**src/rtl/fp_div_iter.sv**
```systemverilog
// Iterative radix-2 restoring floating-point divider (one quotient bit per clock) with
// valid/ready handshakes and {inv,dz,ovf,unf} flags. Define FDIV_RNE_EN for round-to-nearest-even.
module fp_div_iter #(
  parameter int EXP_W = 8,
  parameter int MAN_W = 7
) (
  input  logic                 clk,
  input  logic                 rst,
  input  logic                 in_valid,
  output logic                 in_ready,
  input  logic [EXP_W+MAN_W:0] a,
  input  logic [EXP_W+MAN_W:0] b,
  output logic                 out_valid,
  input  logic                 out_ready,
  output logic [EXP_W+MAN_W:0] c,
  output logic [3:0]           flags,
  output logic [2:0]           dbg_state
);
  localparam int W     = 1 + EXP_W + MAN_W;
  localparam int Q     = MAN_W + 3;
  localparam int CNT_W = $clog2(Q);
  localparam int BIAS  = (1 << (EXP_W - 1)) - 1;
  localparam int EMAX  = (1 << EXP_W) - 1;

  localparam logic [EXP_W+1:0] BIAS_E = (EXP_W+2)'(BIAS);
  localparam logic [EXP_W+1:0] E_ONE  = (EXP_W+2)'(1);
  localparam logic [EXP_W:0]   EMAX_E = (EXP_W+1)'(EMAX);
  localparam logic [W-1:0]     QNAN   = {1'b0, {EXP_W{1'b1}}, 1'b1, {(MAN_W-1){1'b0}}};

  // Handshake: operands transfer on a clock edge where in_valid && in_ready; the result
  // is presented with out_valid and held stable until an edge where out_valid && out_ready.
  typedef enum logic [2:0] {S_IDLE, S_CHECK, S_DIV, S_NORM, S_DONE} state_t;

  state_t                  state_q, state_d;
  logic [W-1:0]            a_q, a_d, b_q, b_d, c_q, c_d;
  logic [3:0]              flags_q, flags_d;
  logic                    sc_q, sc_d;
  logic signed [EXP_W+1:0] e_q, e_d;
  logic [MAN_W+1:0]        rem_q, rem_d;
  logic [MAN_W:0]          div_q, div_d;
  logic [Q-1:0]            quo_q, quo_d;
  logic [CNT_W-1:0]        cnt_q, cnt_d;

  logic                    sa, sb;
  logic [EXP_W-1:0]        ea, eb;
  logic [MAN_W-1:0]        ma, mb;
  logic                    a_zero, a_inf, a_nan, b_zero, b_inf, b_nan;
  logic                    ge, msb;
  logic signed [EXP_W+1:0] e_n;
  logic [MAN_W-1:0]        mant;
`ifdef FDIV_RNE_EN
  logic                    guard, rnd, sticky;
  logic [MAN_W:0]          mant_r;
`endif

  assign {sa, ea, ma} = a_q;
  assign {sb, eb, mb} = b_q;
  // Subnormals are flushed: a zero exponent is treated as zero whatever the mantissa.
  assign a_zero = (ea == '0);
  assign b_zero = (eb == '0);
  assign a_inf  = (&ea) && (ma == '0);
  assign b_inf  = (&eb) && (mb == '0);
  assign a_nan  = (&ea) && (ma != '0);
  assign b_nan  = (&eb) && (mb != '0);

  assign in_ready  = (state_q == S_IDLE);
  assign out_valid = (state_q == S_DONE);
  assign c         = c_q;
  assign flags     = flags_q;
  assign dbg_state = state_q;

  always_comb begin
    state_d = state_q;
    a_d     = a_q;
    b_d     = b_q;
    c_d     = c_q;
    flags_d = flags_q;
    sc_d    = sc_q;
    e_d     = e_q;
    rem_d   = rem_q;
    div_d   = div_q;
    quo_d   = quo_q;
    cnt_d   = cnt_q;
    ge      = 1'b0;
    msb     = 1'b0;
    e_n     = e_q;
    mant    = '0;
`ifdef FDIV_RNE_EN
    guard   = 1'b0;
    rnd     = 1'b0;
    sticky  = 1'b0;
    mant_r  = '0;
`endif
    case (state_q)
      S_IDLE: begin
        if (in_valid) begin
          a_d     = a;
          b_d     = b;
          state_d = S_CHECK;
        end
      end
      S_CHECK: begin
        sc_d    = sa ^ sb;
        state_d = S_DONE;
        if (a_nan || b_nan || (a_inf && b_inf) || (a_zero && b_zero)) begin
          c_d     = QNAN;
          flags_d = 4'b1000;
        end else if (a_inf) begin
          c_d     = {sa ^ sb, {EXP_W{1'b1}}, {MAN_W{1'b0}}};
          flags_d = 4'b0000;
        end else if (b_zero) begin
          c_d     = {sa ^ sb, {EXP_W{1'b1}}, {MAN_W{1'b0}}};
          flags_d = 4'b0100;
        end else if (a_zero || b_inf) begin
          c_d     = {sa ^ sb, {(W-1){1'b0}}};
          flags_d = 4'b0000;
        end else begin
          e_d     = {2'b00, ea} - {2'b00, eb} + BIAS_E;
          rem_d   = {1'b0, 1'b1, ma};
          div_d   = {1'b1, mb};
          quo_d   = '0;
          cnt_d   = CNT_W'(Q - 1);
          state_d = S_DIV;
        end
      end
      S_DIV: begin
        // Compare before doubling so the first quotient bit carries the integer weight.
        ge    = (rem_q >= {1'b0, div_q});
        rem_d = (ge ? rem_q - {1'b0, div_q} : rem_q) << 1;
        quo_d = {quo_q[Q-2:0], ge};
        if (cnt_q == '0) state_d = S_NORM;
        else             cnt_d   = cnt_q - CNT_W'(1);
      end
      S_NORM: begin
        msb  = quo_q[Q-1];
        e_n  = msb ? e_q : e_q - E_ONE;
        mant = msb ? quo_q[Q-2:2] : quo_q[Q-3:1];
`ifdef FDIV_RNE_EN
        guard  = msb ? quo_q[1] : quo_q[0];
        rnd    = msb & quo_q[0];
        sticky = |rem_q;
        mant_r = {1'b0, mant} + {{MAN_W{1'b0}}, guard & (rnd | sticky | mant[0])};
        mant   = mant_r[MAN_W-1:0];
        e_n    = e_n + {{(EXP_W+1){1'b0}}, mant_r[MAN_W]};
`endif
        if (!e_n[EXP_W+1] && (e_n[EXP_W:0] >= EMAX_E)) begin
          c_d     = {sc_q, {EXP_W{1'b1}}, {MAN_W{1'b0}}};
          flags_d = 4'b0010;
        end else if (e_n[EXP_W+1] || (e_n == '0)) begin
          c_d     = {sc_q, {(W-1){1'b0}}};
          flags_d = 4'b0001;
        end else begin
          c_d     = {sc_q, e_n[EXP_W-1:0], mant};
          flags_d = 4'b0000;
        end
        state_d = S_DONE;
      end
      S_DONE: begin
        if (out_ready) state_d = S_IDLE;
      end
      default: state_d = S_IDLE;
    endcase
  end

  always_ff @(posedge clk or posedge rst) begin
    if (rst) begin
      state_q <= S_IDLE;
      a_q     <= '0;
      b_q     <= '0;
      c_q     <= '0;
      flags_q <= '0;
      sc_q    <= 1'b0;
      e_q     <= '0;
      rem_q   <= '0;
      div_q   <= '0;
      quo_q   <= '0;
      cnt_q   <= '0;
    end else begin
      state_q <= state_d;
      a_q     <= a_d;
      b_q     <= b_d;
      c_q     <= c_d;
      flags_q <= flags_d;
      sc_q    <= sc_d;
      e_q     <= e_d;
      rem_q   <= rem_d;
      div_q   <= div_d;
      quo_q   <= quo_d;
      cnt_q   <= cnt_d;
    end
  end
endmodule

```
**config.mk**
```make
export PLATFORM = sky130hd
export DESIGN_NAME = fp_div_iter
export DESIGN_NICKNAME = d
export VERILOG_FILES = /design/src/rtl/fp_div_iter.sv
export SDC_FILE = /design/constraint.sdc
export NUM_CORES = 1
export LEC_CHECK = 0
export ABC_AREA = 1
export BUFFER_PORTS_ARGS = -buffer_cell sky130_fd_sc_hd__buf_2
export CAP_MARGIN = 20
export CORE_MARGIN = 1.5
export CORE_UTILIZATION = 35
export DETAILED_ROUTE_END_ITERATION = 8
export GPL_TIMING_DRIVEN = 0
export HOLD_SLACK_MARGIN = 0.05
export SLEW_MARGIN = 25
export SYNTH_ARGS = -nofsm -noshare
export SYNTH_HDL_FRONTEND = slang
export SYNTH_SLANG_ARGS = --single-unit
```
**constraint.sdc**
```tcl
create_clock -name clk -period 4.1 [get_ports clk]
set_clock_uncertainty 0.15 [all_clocks]
set_input_delay 1.025 -clock clk [delete_from_list [all_inputs] [get_ports clk]]
set_output_delay 1.025 -clock clk [all_outputs]
set_load 0.05 [all_outputs]
```
## Word-level counts from Yosys, hierarchy flattened

Index checks and enable logic that the tools add are counted.

- $add $sub $neg: 5
- Order comparisons: 2
- Equal/unequal tests: 13
- Mux-type cells: 41
- Bitwise logic cells: 5
- Reductions and logical operators: 32

Operators with widths:

| kind | count |
|---|---|
| two-way mux 16 bit | 4 |
| two-way mux 10 bit | 5 |
| two-way mux 4 bit | 9 |
| two-way mux 9 bit | 4 |
| case mux 16 bit (2 select lines) | 1 |
| two-way mux 15 bit | 2 |
| two-way mux 3 bit | 7 |
| case mux 10 bit (2 select lines) | 1 |
| case mux 9 bit (2 select lines) | 1 |
| logical NOT 8 bit | 2 |
| case mux 4 bit (2 select lines) | 2 |
| AND reduction 8 bit | 2 |
| case mux 3 bit (5 select lines) | 1 |
| logical NOT 7 bit | 2 |
| inequality test 2 bit, second input constant | 7 |
| nonzero test 7 bit | 2 |
| adder 9 x 8 -> 10 bit, second input constant | 1 |
| logical NOT 10 bit | 1 |
| AND reduction 5 bit | 2 |
| subtractor 10 x 1 -> 10 bit, second input constant | 1 |
| greater-or-equal comparator 9 x 8 -> 1 bit | 1 |
| greater-or-equal comparator 9 x 8 -> 1 bit, second input constant | 1 |
| subtractor 8 x 8 -> 9 bit | 1 |
| two-way mux 8 bit | 1 |
| 21 further kinds | 37 |

- Register bits after elaboration: 97
- Input port bits: 36
- Output and inout port bits: 25
- Logic and storage cells: 109

## Longest topological paths before layout

Gate-level depths: netlist (run 1).

- Word-level depth: 8
- Mapped depth: 16
- Mapped depth without buffers: 15

## Least setup slack after synthesis (run 1)

Ideal clock, no wire load.

- Path kind: flip-flop to flip-flop
- Start point: register state_q[2], in the netlist dbg_state[2]
- End point: register a_q[10]
- Library setup time: 0.125 ns
- Arrival: 2.746 ns
- Required time: 3.825 ns
- Path slack: 1.080 ns
- Stages on the path, launching flop included: 5
- Path buffers: 1
- Period minus slack after synthesis: 3.020 ns
- Cell sequence: dfrtp_1 -> nor3_1 -> nand2_1 -> buf_2 -> mux2_2

- Word-level cells in the longest chain between the ends: 2

RTL lines:

| item | line | RTL |
|---|---|---|
| from (decl) | 34 | `state_t state_q, state_d;` |
| from (signal assigned) | 179 | `state_q <= state_d;` |
| logical NOT 3 bit | -- |  |
| named net in_ready | 10 | `output logic in_ready,` |
| AND reduction 2 bit (no line) | -- |  |
| to (signal assigned) | 168 | `a_q <= '0;` |
| to (signal assigned) | 180 | `a_q <= a_d;` |
| to (decl) | 35 | `logic [W-1:0] a_q, a_d, b_q, b_d, c_q, c_d;` |

The timed path passes the listed nets, and every way through them passes these cells.
A chain may end at the register's enable or synchronous reset.

## Worst setup path after layout (run 1)

- Start point: register state_q[1], in the netlist dbg_state[1]
- End point: output in_ready

- Word-level cells in the longest chain between the ends: 1

RTL lines:

| item | line | RTL |
|---|---|---|
| logical NOT 3 bit | 66 | `assign in_ready = (state_q == S_IDLE);` |
| to (decl) | 10 |  |

No other way between the ends.

==> qor_table.md, run 1 <==
| Result | This run |
|:---|:---|
| Worst Hold Slack | 0.309 ns |
| Net Count, Synth | 730 |
| Final HPWL from detailed placement | 9.30 mm |
| Post-layout total power | 6140 uW |
| Class of the tightest hold or removal check | reg -> reg |
| Via-per-instance ratio | 4.64 |
| Number of clock buffers inserted by TritonCTS | 9 |
| Highest-delay cell along the critical path | sky130_fd_sc_hd__dfrtp_1 |
| Buffer type at the clock tree root | sky130_fd_sc_hd__clkbuf_16 |
| Gate Count Post-Synth | 672 |
| Gpl congestion | 0.815 |
| Number of antenna violations at the first check in global routing | 0 |
| Final count of hold timing violations | 0 |
| CTS hold repair buffers | 0 |
| Max-Cap Viols | 0 |
| Share of async-settable or async-resettable flops after synthesis | 100% |
| RSZ-0062 raised after global routing | false |
| Number of remaining DRC errors | 0 |
| Overall routing resource usage | 15.7% |
| Count of port buffers added during placement | 60 |
| Cell area reported after detailed placement | 0.00617 sq mm |
| Part of the Yosys area used for sequential elements | 43.5% |
| Overflow after GRT | 0 |
| Critical path class | reg -> out |
| Maximum achievable frequency | 401 MHz |
| Chip height | 129 microns |
| Cell area after layout | 0.00650 sq mm |
| Gate family responsible for the most delay along the worst path | flip-flops |
| Part of the cycle the worst path needs | 60.8% |
| Count of pins over their slew limit | 0 |
| Startpoint type of the worst setup path | flop |
| Drt first pass iters | 4 |
| Largest buffer count on any clock path | 2 |
| Outcome | complete, no violations |
| Primary FF master, synth | sky130_fd_sc_hd__dfrtp_1 |
| Floorplan Core Area | 0.0154 sq mm |
| Vias in the first global route | 4184 |
| Post-synthesis instance area | 0.00558 sq mm |
| Actual transition at the worst max-transition pin | 0.453 ns |
| Area growth from synthesis to layout | 16.6% |
| Die boundary width | 129 microns |
| Number of setup violations in the final report | 0 |
| Maximum ir drop on the vdd rail | 0.343 mV |
| First-iteration detailed-routing DRC count | 194 |
| Clk pin slew, worst setup/hold paths | 0.07 ns |
| Vias | 4459 |
| Starting density of the core | 36.3% |
| Ys Warns | 0 |
| Worst Path Required | 2.92 ns |
| Post-route antenna net violation count | 0 |
| Post-layout utilization of the core | 42.3% |
| Mapped Avg Cell Area | 8.30 sq um |
| Number of cells upsized or downsized after cts | 0 |
| Wire length after detailed routing | 12.1 mm |
| Rel. slew slack | 69.7% |
| Source-to-sink clock delay at the later pin of the worst-skew pair | 0.35 ns |
| Category of the worst setup path capture point | output pin |
| Setup bufs post-CTS | 0 |
| Average wire length per cell after detail routing | 12.6 microns |
| Fraction of final layout cells with drive strength greater than 1 | 19.6% |
| Cell-by-cell listing of the critical path | nor3_1, buf_2 |
| TritonCTS clock tree | done |
| Post-synthesis register bit count | 97 |
| Buffers plus inverters on the worst setup path | 1 |
| P_leak | 0.00323 uW |
| Number of clock sinks seen by CTS | 97 |
| Ports placed on the boundary | 61 |
| Number of synthesized flops with an enable pin | 0 |
| Post-layout minimum cycle time | 2.49 ns |
| CTS H-tree depth | 3 |
| Pwr per Cell Area | 944 mW/mm^2 |
| Antenna diode count | 0 |
| Standard-cell row count | 45 |
| Area of the die | 0.0167 sq mm |
| Net count reported at finish | 802 |
| Global-route wire length before repair | 20.4 mm |
| Library cells used by synthesis | 47 |
| Maximum number of pins on one net before global-route repair | 58 |
| Worst-path maximum fanout | 7 |
| WP data arrival | 1.32 ns |
| Biggest cell delay along the critical path | 0.46 ns |
## cell type report
type / count / area, sq um
clock inverters: 6 / 90.1
inverters: 88 / 335
repair buffers: 61 / 328
well taps: 211 / 264
flip-flops and latches: 97 / 2430
fillers: 1581 / 8870
clock buffers: 10 / 239
multi-input cells: 469 / 2700
plain buffers: 18 / 114
## cell usage after synthesis, types with 5 or more instances
| cell type | n | area, sq um |
|---|---|---|
| sky130_fd_sc_hd__inv_1 | 83 | 312 |
| sky130_fd_sc_hd__nor2_1 | 65 | 244 |
| sky130_fd_sc_hd__o22ai_1 | 10 | 62.6 |
| sky130_fd_sc_hd__o21ai_0 | 33 | 165 |
| sky130_fd_sc_hd__or2_0 | 6 | 37.5 |
| sky130_fd_sc_hd__o21ai_1 | 6 | 30.0 |
| sky130_fd_sc_hd__o211ai_1 | 8 | 60.1 |
| sky130_fd_sc_hd__ha_1 | 20 | 250 |
| sky130_fd_sc_hd__nor2_2 | 7 | 43.8 |
| sky130_fd_sc_hd__nand3_2 | 6 | 60.1 |
| sky130_fd_sc_hd__nand3_1 | 38 | 190 |
| sky130_fd_sc_hd__nand4_1 | 17 | 106 |
| sky130_fd_sc_hd__mux2_2 | 21 | 236 |
| sky130_fd_sc_hd__nand2_1 | 147 | 552 |
| sky130_fd_sc_hd__dfrtp_1 | 97 | 2430 |
| sky130_fd_sc_hd__a21oi_1 | 36 | 180 |
| sky130_fd_sc_hd__xor2_1 | 6 | 52.6 |
| sky130_fd_sc_hd__a31oi_1 | 5 | 31.3 |
| sky130_fd_sc_hd__buf_2 | 7 | 35.0 |
## cell families after synthesis
family	synth area share (%)
AOI/OAI and AO/OA	11.2
and+or+nand+nor	25.5
muxes	4.24
xor gates and xnor gates	2.36
buffers and inverters	7.97
adders and majority gates	5.21
DFF	43.5
## registers in the layout (all words and copies together) (netlist names)
name,flops
b_q,16
cnt_q,4
sc_q,1
c,16
div_q,8
rem_q,9
flags,4
a_q,16
quo_q,10
e_q,10
dbg_state,3
## metal layers
| layer | global-route usage (%) | vias up | wire [microns] |
|---|---|---|---|
| li1 | - | 2349 | - |
| met3 | 4.75 | 11 | 606 |
| met4 | 5.16 | 0 | 201 |
| met2 | 23.4 | 91 | 5190 |
| met1 | 21.8 | 2008 | 6110 |
| met5 | 0 | - | 0 |
## report_power, final
part	leakage, uW	switching [uW]	total (uW)	internal, uW
clock	0.000159	373	926	553
combinational	0.00189	2270	3510	1240
sequential	0.00118	304	1700	1390
total	0.00323	2950	6140	3190
## path summary, 6_finish.rpt
check | startpoint | endpoint | slack [ns] | cells past startpoint
setup / recovery | dbg_state[1] | in_ready | 1.61 | 2
max in group asynchronous | rst | b_q[11] | 2.67 | 3
hold / removal | div_q[7] | div_q[7] | 0.31 | 2
hold reg to reg | div_q[7] | div_q[7] | 0.31 | 2
setup reg to reg | a_q[7] | e_q[8] | 1.66 | 15
min in group asynchronous | rst | c[1] | 0.53 | 2
## cell usage in the layout (no fill, tap or decap), types with 2 or more instances in the layout
cell and instances:
sky130_fd_sc_hd__nor2_4 3, sky130_fd_sc_hd__nand3_1 38, sky130_fd_sc_hd__dfrtp_1 97, sky130_fd_sc_hd__xnor2_1 4, sky130_fd_sc_hd__nand3_2 6, sky130_fd_sc_hd__fa_1 2
sky130_fd_sc_hd__buf_6 3, sky130_fd_sc_hd__o21ai_0 33, sky130_fd_sc_hd__a21oi_1 36, sky130_fd_sc_hd__buf_4 4, sky130_fd_sc_hd__nand2_2 3, sky130_fd_sc_hd__or2_0 6
sky130_fd_sc_hd__o211ai_1 8, sky130_fd_sc_hd__a21o_1 2, sky130_fd_sc_hd__buf_2 67, sky130_fd_sc_hd__nand3b_1 4, sky130_fd_sc_hd__mux2_2 21, sky130_fd_sc_hd__inv_6 2
sky130_fd_sc_hd__nor2_1 65, sky130_fd_sc_hd__clkbuf_16 9, sky130_fd_sc_hd__bufinv_16 2, sky130_fd_sc_hd__o22ai_1 10, sky130_fd_sc_hd__a31oi_1 5, sky130_fd_sc_hd__nor3_1 3
sky130_fd_sc_hd__nor2_2 7, sky130_fd_sc_hd__nand4_1 17, sky130_fd_sc_hd__nand2_4 2, sky130_fd_sc_hd__o21ai_1 6, sky130_fd_sc_hd__inv_1 82, sky130_fd_sc_hd__ha_1 20
sky130_fd_sc_hd__xor2_1 6, sky130_fd_sc_hd__clkbuf_1 4, sky130_fd_sc_hd__nand2_1 147, sky130_fd_sc_hd__inv_2 4
## metrics by stage
stage	setup TNS, ns	std cells	worst slack, ns
2_1_floorplan	0	672	0.391
3_3_place_gp	-84.10	943	-0.880
6_report	0	960	1.61
4_1_cts	0	960	1.57
5_1_grt	0	960	1.49
3_5_place_dp	0	944	1.60
## tightest hold or removal path, stage by stage (launching register included)
cell and delay [ns]:
sky130_fd_sc_hd__dfrtp_1 0.33, sky130_fd_sc_hd__inv_1 0.05, sky130_fd_sc_hd__nand2_1 0.05
Power figures use the tool's default switching activity.
==> run 2, diff against run 1 <==
- clock period: 4.1 -> 2.5 ns (I/O delays scaled with it)
==> run 2 against run 1 <==
Core utilization increased by 0.26 points. Clock-buffer cell count decreased by 1. Critical endpoint is now e_q[8]. Sequential power increased by 65%.
==> qor_table.md, run 2 (synthesized netlist as in run 1, its figures left out) <==
| Result | This run |
|:---|:---|
| Outcome | complete, no violations |
| Drt first pass iters | 4 |
| Vias in the first global route | 4256 |
| Max-Cap Viols | 0 |
| Actual transition at the worst max-transition pin | 0.452 ns |
| Pre-CTS worst setup slack | 0.0641 ns |
| Int Pwr | 5070 uW |
| P_leak | 0.00324 uW |
| Source-to-sink clock delay at the later pin of the worst-skew pair | 0.36 ns |
| Die boundary width | 129 microns |
| Ports placed on the boundary | 61 |
| Gate family responsible for the most delay along the worst path | adder cells |
| Buffers plus inverters on the worst setup path | 4 |
| Cell-by-cell listing of the critical path | inv_1, ha_1, inv_1, fa_1, inv_2, ha_1, inv_1, nor2_2, nand2_2, nor2_4, nand3_2, nand2_1, nand2_1, nand3_1, nand2_1 |
| Post-layout total power | 10000 uW |
| Number of clock sinks seen by CTS | 97 |
| Vias | 4456 |
| Clk pin slew, worst setup/hold paths | 0.07 ns |
| Largest buffer count on any clock path | 2 |
| Slack of the critical path | 0.193 ns |
| Post-route antenna net violation count | 0 |
| Count of port buffers added during placement | 60 |
| TritonCTS clock tree | done |
| Category of the worst setup path capture point | flop |
| Global-route wire length before repair | 20.9 mm |
| WP data arrival | 2.41 ns |
| Rel. slew slack | 69.8% |
| Final count of hold timing violations | 0 |
| Post-layout minimum cycle time | 2.31 ns |
| Standard-cell row count | 45 |
| Worst-path maximum fanout | 3 |
| Commonest non-fill, non-tap cell in the layout | sky130_fd_sc_hd__nand2_1 |
| Class of the tightest hold or removal check | in -> async |
| CTS hold repair buffers | 0 |
| Maximum number of pins on one net before global-route repair | 32 |
| Final HPWL from detailed placement | 9.54 mm |
| Part of the cycle the worst path needs | 92.3% |
| Net count reported at finish | 806 |
| Buffer type at the clock tree root | sky130_fd_sc_hd__clkbuf_16 |
| Total net switching power | 4960 uW |
| Gpl congestion | 0.825 |
| Floorplan Core Area | 0.0154 sq mm |
| Count of pins over their slew limit | 0 |
| Commonest cells after routing, fill and taps aside | sky130_fd_sc_hd__nand2_1, sky130_fd_sc_hd__dfrtp_1, sky130_fd_sc_hd__inv_1 |
| Wire length after detailed routing | 12.2 mm |
| Area growth from synthesis to layout | 17.3% |
| First-iteration detailed-routing DRC count | 231 |
| Fill cell instance count of the final layout | 1605 |
| Startpoint type of the worst setup path | flop |
| Starting density of the core | 36.3% |
| Number of setup violations in the final report | 0 |
| Via-per-instance ratio | 4.62 |
| Maximum ir drop on the vdd rail | 0.625 mV |
| Post-Route Setup TNS | 0 ns |
| Part of the power in the clock network | 13.9% |
| Number of clock buffers inserted by TritonCTS | 9 |
| Highest-delay cell along the critical path | sky130_fd_sc_hd__fa_1 |
| Antenna diode count | 0 |
| Switching power as a share of total power | 49.5% |
| Number of remaining DRC errors | 0 |
| Pwr per Cell Area | 1530 mW/mm^2 |
| Number of antenna violations at the first check in global routing | 0 |
| Fraction of final layout cells with drive strength greater than 1 | 20.8% |
| CTS H-tree depth | 3 |
| Overall routing resource usage | 16.0% |
| Overflow after GRT | 0 |
| Critical path class | reg -> reg |
| Maximum achievable frequency | 433 MHz |
| Area of the die | 0.0167 sq mm |
| Chip height | 129 microns |
| Worst Path Required | 2.60 ns |
| Average wire length per cell after detail routing | 12.7 microns |
| Comb power frac | 58.2% |
| Share of power burned in registers | 27.9% |
| Biggest cell delay along the critical path | 0.44 ns |
[run 2: final timing paths]
check / from / endpoint / slack, ns / depth (start not counted)
setup / recovery: a_q[7] / e_q[8] / 0.19 / 15
hold / removal: rst / c[1] / 0.13 / 2
setup reg to reg: a_q[7] / e_q[8] / 0.19 / 15
hold reg to reg: c[4] / c[4] / 0.32 / 2
max in group asynchronous: rst / a_q[11] / 1.18 / 5
min in group clk: c[4] / c[4] / 0.32 / 2
[run 2: what timing repair did]
item                       CTS  global route
resized for setup            0             6
setup endpoints to repair    0             2
setup buffers                0             2
[run 2: final cells by class]
cell class,count,area [sq um],area share (%)
buffer,18,114,1.74
clock buffer,9,225,3.44
clock inverter,7,67.6,1.03
inverter,88,334,5.11
multi-input combinational,469,2730,41.7
sequential,97,2430,37.1
tap,211,264,4.04
timing repair buffer,65,383,5.85
[run 2: power by group through the flow]
stage	combinational [uW]	clock [uW]	sequential [uW]
after detailed placement	5760	0	2840
final	5840	1390	2800
after global routing	6620	1500	2890
after CTS	5790	1430	2810
after floorplan	4090	0	3230
after global placement	5690	0	2820
[run 2: worst reg2reg max path, stage by stage, from the launching register on]
cell                      delay [ns]
sky130_fd_sc_hd__dfrtp_1        0.38
sky130_fd_sc_hd__inv_1          0.08
sky130_fd_sc_hd__ha_1           0.14
sky130_fd_sc_hd__inv_1          0.06
sky130_fd_sc_hd__fa_1           0.44
sky130_fd_sc_hd__inv_2          0.07
sky130_fd_sc_hd__ha_1           0.15
sky130_fd_sc_hd__inv_1          0.05
sky130_fd_sc_hd__nor2_2         0.10
sky130_fd_sc_hd__nand2_2        0.09
sky130_fd_sc_hd__nor2_4         0.14
sky130_fd_sc_hd__nand3_2        0.10
sky130_fd_sc_hd__nand2_1        0.07
sky130_fd_sc_hd__nand2_1        0.05
sky130_fd_sc_hd__nand3_1        0.07
sky130_fd_sc_hd__nand2_1        0.05
[run 2: per-layer routing]
layer  GRT usage (%)  part of all wire, %  vias to the layer above
met5               0                    0                        -
met4            3.77                  1.0                        0
met3            4.62                  4.5                        9
met2            24.6                   43                       70
met1            22.3                   51                     2019
li1                -                    -                     2358
[run 2: per-stage QoR]
stage	cells	hold slack (ns)	util, %	cell area (sq um)
6_report	964	0.130	42.6	6540
5_1_grt	964	0.162	42.6	6540
4_1_cts	962	0.136	42.3	6510
3_5_place_dp	946	0.309	40.4	6220
3_3_place_gp	943	0.301	40.0	6150
2_1_floorplan	672	0.275	-	5580
